File: src/rtl/palette_pkg.sv
// Shared types and reset table for the programmable colour look-up table.
package palette_pkg;

    localparam int unsigned DEF_CH_W           = 8;
    localparam int unsigned DEF_ENTRIES        = 16;
    localparam int unsigned LIVE_INDEX_DEFAULT = 5;

    typedef struct packed {
        logic [DEF_CH_W-1:0] red;
        logic [DEF_CH_W-1:0] green;
        logic [DEF_CH_W-1:0] blue;
    } rgb_t;

    localparam rgb_t [0:DEF_ENTRIES-1] DEFAULT_PALETTE = {
        24'hffc0cb, 24'h000000, 24'hffffff, 24'h898989,
        24'hcfcfcd, 24'h000000, 24'hd0d20e, 24'hc7f8f8,
        24'h0313ff, 24'h000000, 24'h000000, 24'h000000,
        24'h000000, 24'h000000, 24'h000000, 24'h000000
    };

    // Entries beyond the 16-entry table reset to black.
    function automatic rgb_t default_rgb(input int unsigned idx);
        rgb_t c;
        c = '0;
        if (idx < DEF_ENTRIES) begin
            c = DEFAULT_PALETTE[idx[3:0]];
        end
        return c;
    endfunction

endpackage

File: src/rtl/palette_lut_blink_timer.sv
// Frame counter that toggles blink_phase every BLINK_FRAMES frame_start pulses.
module blink_timer #(
    parameter int unsigned BLINK_FRAMES = 30
) (
    input  logic clk,
    input  logic rst,
    input  logic frame_start,
    output logic blink_phase
);

    localparam int unsigned CNT_W = (BLINK_FRAMES > 1) ? $clog2(BLINK_FRAMES) : 1;
    localparam logic [CNT_W-1:0] LAST = CNT_W'(BLINK_FRAMES - 1);

    logic [CNT_W-1:0] count;

    always_ff @(posedge clk or posedge rst) begin
        if (rst) begin
            count       <= '0;
            blink_phase <= 1'b0;
        end else if (frame_start) begin
            if (count == LAST) begin
                count       <= '0;
                blink_phase <= ~blink_phase;
            end else begin
                count <= count + CNT_W'(1);
            end
        end
    end

endmodule

File: src/rtl/palette_lut.sv
// Register-based palette with a per-frame live slot, blink flags and a 2-stage lookup.
module palette_lut
    import palette_pkg::*;
#(
    parameter int unsigned INDEX_W      = 4,
    parameter int unsigned CH_W         = 8,
    parameter int unsigned LIVE_INDEX   = LIVE_INDEX_DEFAULT,
    parameter int unsigned BLINK_FRAMES = 30
) (
    input  logic               clk,
    input  logic               rst,
    input  logic               frame_start,
    input  logic               pix_valid,
    input  logic [INDEX_W-1:0] pix_index,
    input  logic               wr_en,
    input  logic [INDEX_W-1:0] wr_addr,
    input  logic [CH_W-1:0]    wr_red,
    input  logic [CH_W-1:0]    wr_green,
    input  logic [CH_W-1:0]    wr_blue,
    input  logic               wr_blink,
    input  logic [CH_W-1:0]    live_red,
    input  logic [CH_W-1:0]    live_green,
    input  logic [CH_W-1:0]    live_blue,
    output logic               out_valid,
    output logic [CH_W-1:0]    red,
    output logic [CH_W-1:0]    green,
    output logic [CH_W-1:0]    blue
);

    localparam int unsigned DEPTH = 2 ** INDEX_W;
    localparam logic [INDEX_W-1:0] LIVE_SLOT = INDEX_W'(LIVE_INDEX);

    typedef struct packed {
        logic [CH_W-1:0] red;
        logic [CH_W-1:0] green;
        logic [CH_W-1:0] blue;
    } colour_t;

    // Narrow channels keep the MSBs, wide channels pad zeros below the 8-bit value.
    function automatic logic [CH_W-1:0] fit_channel(input logic [DEF_CH_W-1:0] v);
        logic [DEF_CH_W+CH_W-1:0] wide;
        wide = {v, {CH_W{1'b0}}};
        return wide[DEF_CH_W+CH_W-1 -: CH_W];
    endfunction

    function automatic colour_t reset_colour(input int unsigned idx);
        rgb_t    d;
        colour_t c;
        d       = default_rgb(idx);
        c.red   = fit_channel(d.red);
        c.green = fit_channel(d.green);
        c.blue  = fit_channel(d.blue);
        return c;
    endfunction

    colour_t            pal_col [DEPTH];
    logic [DEPTH-1:0]   pal_blink;
    colour_t            live_col;
    logic               blink_phase;

    logic               s1_valid;
    colour_t            s1_col;
    logic               s1_blink;
    logic               s1_phase;

    // The live slot keeps its blink flag in the table but takes colour from live_col.
    always_ff @(posedge clk or posedge rst) begin
        if (rst) begin
            for (int unsigned i = 0; i < DEPTH; i++) begin
                pal_col[i] <= reset_colour(i);
            end
            pal_blink <= '0;
        end else if (wr_en) begin
            pal_blink[wr_addr] <= wr_blink;
            if (wr_addr != LIVE_SLOT) begin
                pal_col[wr_addr] <= '{red: wr_red, green: wr_green, blue: wr_blue};
            end
        end
    end

    always_ff @(posedge clk or posedge rst) begin
        if (rst) begin
            live_col <= '0;
        end else if (frame_start) begin
            live_col <= '{red: live_red, green: live_green, blue: live_blue};
        end
    end

    blink_timer #(
        .BLINK_FRAMES(BLINK_FRAMES)
    ) u_blink (
        .clk        (clk),
        .rst        (rst),
        .frame_start(frame_start),
        .blink_phase(blink_phase)
    );

    // Stage 1: fetch entry state as it stood before this edge.
    always_ff @(posedge clk or posedge rst) begin
        if (rst) begin
            s1_valid <= 1'b0;
            s1_col   <= '0;
            s1_blink <= 1'b0;
            s1_phase <= 1'b0;
        end else begin
            s1_valid <= pix_valid;
            s1_col   <= (pix_index == LIVE_SLOT) ? live_col : pal_col[pix_index];
            s1_blink <= pal_blink[pix_index];
            s1_phase <= blink_phase;
        end
    end

    // Stage 2: blank invalid or blinked-off pixels.
    always_ff @(posedge clk or posedge rst) begin
        if (rst) begin
            out_valid <= 1'b0;
            red       <= '0;
            green     <= '0;
            blue      <= '0;
        end else begin
            out_valid <= s1_valid;
            if (s1_valid && !(s1_blink && s1_phase)) begin
                red   <= s1_col.red;
                green <= s1_col.green;
                blue  <= s1_col.blue;
            end else begin
                red   <= '0;
                green <= '0;
                blue  <= '0;
            end
        end
    end

endmodule

File: config.mk
export PLATFORM = sky130hd
export DESIGN_NAME = palette_lut
export DESIGN_NICKNAME = d
export VERILOG_FILES = /design/src/rtl/palette_pkg.sv /design/src/rtl/palette_lut_blink_timer.sv /design/src/rtl/palette_lut.sv
export SDC_FILE = /design/constraint.sdc
export NUM_CORES = 1
export LEC_CHECK = 0
export ABC_AREA = 1
export CAP_MARGIN = 15
export CORE_ASPECT_RATIO = 0.7
export CORE_MARGIN = 8
export CORE_UTILIZATION = 30
export DETAILED_ROUTE_END_ITERATION = 6
export PLACE_DENSITY = 0.5
export SLEW_MARGIN = 20
export SYNTH_ARGS = -nofsm -noshare
export SYNTH_HDL_FRONTEND = slang
export SYNTH_SLANG_ARGS = --single-unit
export TNS_END_PERCENT = 50
File: constraint.sdc
create_clock -name clk -period 13.85 [get_ports clk]
set_input_delay 2.0775 -clock clk [delete_from_list [all_inputs] [get_ports clk]]
set_output_delay 2.0775 -clock clk [all_outputs]
set_load 0.005 [all_outputs]
# [Word-level counts from Yosys, hierarchy flattened]
# Cells that the tools add are included.
# W data, S select, Z words.
[word_totals] register_bits=482 inputBits=62 out_inout_bits=25 wordCells=100
[op_classes] n_addsub=1 n_lt_le_gt_ge=6 n_eq_ne=3 mux=16 bitwise_logic=3 n_reduce_logical=7
[ops] operator="$bwmux W384" count=1
[ops] operator="$bmux W24 S4" count=1
[ops] operator="$demux W24 S4" count=1
[ops] operator="$mux W24" count=4
[ops] operator="$mux W8" count=3
[ops] operator="$bwmux W16" count=1
[ops] operator="$ge A5 B5 Y1 const B" count=2
[ops] operator="$lt A4 B5 Y1 const B" count=2
[ops] operator="$not A4 Y5" count=2
[ops] operator="$add A5 B1 Y5 const B" count=1
[ops] operator="$eq A5 B5 Y1 const B" count=1
[ops] operator="$lt A5 B1 Y1 const B" count=1
[ops] operator="$mux W5" count=1
[ops] operator="$bmux W1 S4" count=1
[ops] operator="$demux W1 S4" count=1
[ops] operator="$eq A4 B3 Y1 const B" count=1
[ops] operator="$ge A4 B1 Y1 const B" count=1
[ops] operator="$logic_and A1 B1 Y1" count=4
[ops] operator="$ne A4 B3 Y1 const B" count=1
[ops] operator="$reduce_and A2 Y1" count=2
[ops] operator="$mux W1" count=2
[ops] operator="$logic_not A1 Y1" count=1
[ops] operator="$not A1 Y1" count=1

# [Longest topological paths before layout]
[depth] word_depth=6 depth_mapped=11 depth_no_buf=8

# [Modules after synthesis]
# A second synthesis with hierarchy kept.
[unflattened] cells_unflattened=2620 area_unflattened_um2=20967.6
[modules_own_cells] mod="palette_lut" n_inst=1 cells_each=2578 area_per_inst_um2=20632.3 seq_area_each_um2=11439.7
[modules_own_cells] mod="blink_timer" n_inst=1 cells_each=42 area_per_inst_um2=335.3 seq_area_each_um2=150.1

# [Worst setup path before layout]
# OpenSTA, ideal clock, no wires.
[synth_timing] path_type="input -> register" startpoint="in pix_index[1]" endpoint="reg s1_col[10] (netlist bit)" setup_time_ns=0.121 arrival_ns=2.949 t_required_ns=13.729 path_slack_ns=10.780 stages=8 n_path_buf=3 cell_sequence="buf_2 buf_2 clkbuf_1 nor2_1 nand2_1 nand3_1 nand3_1 a21oi_1"
[synth_via] elab_chain_len=5 elab_cells_between_ends=6 classes_between="eq/ne (1); mux (4); bitwise (1)"
[synth_lines] item="start: declaration" line_no="palette_lut.sv:14" source="input logic [INDEX_W-1:0] pix_index,"
[synth_lines] item="$not A4 Y5 (implied by the code)" line_no="palette_lut.sv:107" source="s1_col <= (pix_index == LIVE_SLOT) ? live_col : pal_col[pix_index];"
[synth_lines] item="$bmux W24 S4" line_no="palette_lut.sv:107"
[synth_lines] item="$mux W24 (implied by the code) (2 in a row)" line_no="palette_lut.sv:107"
[synth_lines] item="$mux W24 *" line_no="palette_lut.sv:107"
[synth_lines] item="end signal: assignment" line_no="palette_lut.sv:107"
[synth_lines] item="end: declaration" line_no="palette_lut.sv:62" source="colour_t s1_col;"
# Mark *: on every way between the ends. The rest lies on a longest branch, timed or not. The select of a mux whose other input is x is not followed.
# A chain may end at the register's enable or synchronous reset.

==> reports/results.ini <==
[run_status]
outcome=finished, final reports clean

[power_and_ir_drop]
peakVddDrop_mv=0.103
powerDensity_mw_per_mm2=154
power_leakage_nw=11.3

[cells_and_area]
final_nets=2713
fillers=7301
final_util=0.347
finalNonFillerCells=3602
area_growth_pct=15.2
final-seq-area_sq_mm=0.0116
final_area_sq_mm=0.0240
multiInputGateArea_sq_mm=0.00742
drive_above_1_share=0.0863

[logic_synthesis]
synthTopCellsByArea=dfrtp_1 (43%), nand2_1 (15%), dfstp_2 (13%)
synth_area_sq_mm=0.0209
yosysMostFrequentCell=nand2_1
synth_mux_area_frac=0
synth-seq-cells=458
synth_top_family_by_area=simple AND/OR/NAND/NOR gates
syn_avg_cell_area_sq_um=7.89
synth_common_cells=nand2_1 (851), o21ai_0 (403), dfrtp_1 (355)
ys_types=27
synth-compound-area-share=0.113
synth-xor-area-share=0.00126
ys_warn_count=0
synth_seq_area_share=0.556
async_reset_ff_frac=1.00
syn_nets=2708
yosys.area.top_type=dfrtp_1
synthCells=2644
synth_top_area_frac=0.426
synthSimpleGateAreaFrac=0.237
synth_edf_count=0
synth-main-ff-cell=dfrtp_1
synthAdderAreaFrac=0.00120

[place]
dpl_cell_area_sq_mm=0.0224
dp.cells=3514
gp_congestion=0.764
dp_hpwl_microns=39800
port_buffers=86
pre_cts_slack_ns=8.10

[global_routing]
gr-usage-met3=0.0257
grt_pass1_vias=16500
grt_usage=0.170
grt_antenna_before_repair=2
overflow=0
grt-busiest-layer=met1
grt_pass1_wl_microns=103000
grt.met1_usage=0.267
grtUsageMet2=0.245
grt_max_degree=99

[min_path]
min-delay-start=s1_valid$_DFF_PP0_
hold_depth=0
hold_path.class=reg2reg
whs_endpoint=out_valid$_DFF_PP0_

[timing]
slew_headroom=0.275
tns_ns=0
finalMaxSlewViolations=0
final-hold-violation-count=0
grt_setup_unrepaired=no
setup_viol=0
fin_crit_sh=0.358
finalWorstSetupSlack_ns=8.89
clock.fmax_ghz=0.202
post-route-min-period_ns=4.96
finClkSkew_ns=0.0115
tightest_slew_ns=1.09

[die]
ioPinCount=87
core.rowCount=81
die_y_microns=237
fp.dieW_microns=331
die-area_sq_mm=0.0783
core_area_sq_mm=0.0693
start_util=0.301

[route]
first_iter_violations=1663
drc_errors=0
viasPerCell=4.81
dr.pass1.iters=5
via_count=17300
wl_per_cell_microns=18.6
ant_nets=0
routed_wl_microns=67000

[clocking]
clockBufferDepth=3
cts_tree=built
h-tree-depth=2
clk_latency_ns=0.56
post_cts_buffers=0
post_cts_resized=0
hold_buffers=0
clkTransAtPathRegs_ns=0.06
cts_root_buffer=clkbuf_16
cts_inserted_buffers=46
clock_sinks=458

[setup_path]
criticalPathCategory=in2async
rrSetupSlack_ns=11.99
start_kind=input port
arrival_ns=5.51
r2r-end=red[2]$_DFF_PP0_
r2r_start=s1_blink$_DFF_PP0_
endpoint_kind=asynchronous set/reset pin
crit_fanout=76
cp-startpoint=rst
required_ns=14.40
r2r_cells=4

[job]
drv_cap=0

-- per-stage QoR --
step | hold slack [ns] | power (W)
5_1_grt | 0.390 | 0.00393
3_5_place_dp | 0.365 | 0.00241
3_3_place_gp | 0.363 | 0.00239
2_1_floorplan | 0.354 | 0.00220
6_report | 0.381 | 0.00371
4_1_cts | 0.383 | 0.00375
-- how the worst max path moves through the flow --
stage | end | depth (start not counted)
floorplan | blue[0]$_DFF_PP0_ | 1
global placement | u_blink.count[0]$_DFFE_PP0P_ | 5
detailed placement | u_blink.count[1]$_DFFE_PP0P_ | 5
CTS | s1_col[6]$_DFF_PP0_ | 5
global route | s1_col[6]$_DFF_PP0_ | 5
finish | pal_col[221]$_DFFE_PP0P_ | 5
-- state kept, by name, indices dropped and copies added (netlist names) --
name                 count
blue                     8
pal_blink               16
u_blink.blink_phase      1
s1_valid                 1
s1_blink                 1
s1_phase                 1
red                      8
out_valid                1
s1_col                  24
green                    8
u_blink.count            5
pal_col                360
live_col                24
-- cell families after synthesis --
kind of cell,after synthesis
AOI/OAI and AO/OA,469
DFF,458
xor gates and xnor gates,3
adders and majority gates,2
and+or+nand+nor,1242
buffers and inverters,470
-- report_power, final --
group | leakage (nW) | internal [W] | switching [W] | total, W
clock | 0.785 | 0.000772 | 0.000546 | 0.00132
sequential | 5.45 | 0.00166 | 0.000129 | 0.00179
combinational | 5.09 | 0.000222 | 0.000377 | 0.000599
total | 11.3 | 0.00266 | 0.00105 | 0.00371
-- per-layer routing --
metal  vias up  share of wire
met5         -        0.00019
met2       513           0.42
met4         2          0.016
met3        81          0.058
met1      8496           0.51
li1       8226              -
-- placed cells by master, fill, tap and decap left out, drive strengths merged, types with 4 or more instances in the layout --
| cell type | synthesis | final |
|---|---|---|
| dfrtp | 355 | 355 |
| dfstp | 103 | 103 |
| nand3 | 200 | 200 |
| nor2 | 189 | 189 |
| clkdlybuf4s50 | 0 | 84 |
| nand2 | 851 | 851 |
| buf | 75 | 34 |
| inv | 308 | 306 |
| clkbuf | 86 | 72 |
| bufinv | 0 | 4 |
| a21oi | 59 | 59 |
| o21ai | 407 | 407 |
| clkinv | 1 | 11 |
-- area by class of cell --
class	count	area share
Inverter	309	0.0485
Tap cell	913	0.0475
Sequential cell	458	0.482
Clock inverter	14	0.00812
Clock buffer	72	0.0583
Multi-Input combinational cell	1716	0.309
Timing Repair Buffer	118	0.0461
Antenna cell	2	0.000208
-- worst max-delay path, stage by stage --
cell             delay, ns
clkdlybuf4s50_1       0.44
clkinvlp_4            0.42
buf_4                 0.71
buf_4                 0.84
buf_4                 0.89
(Power assumes the default switching activity.)
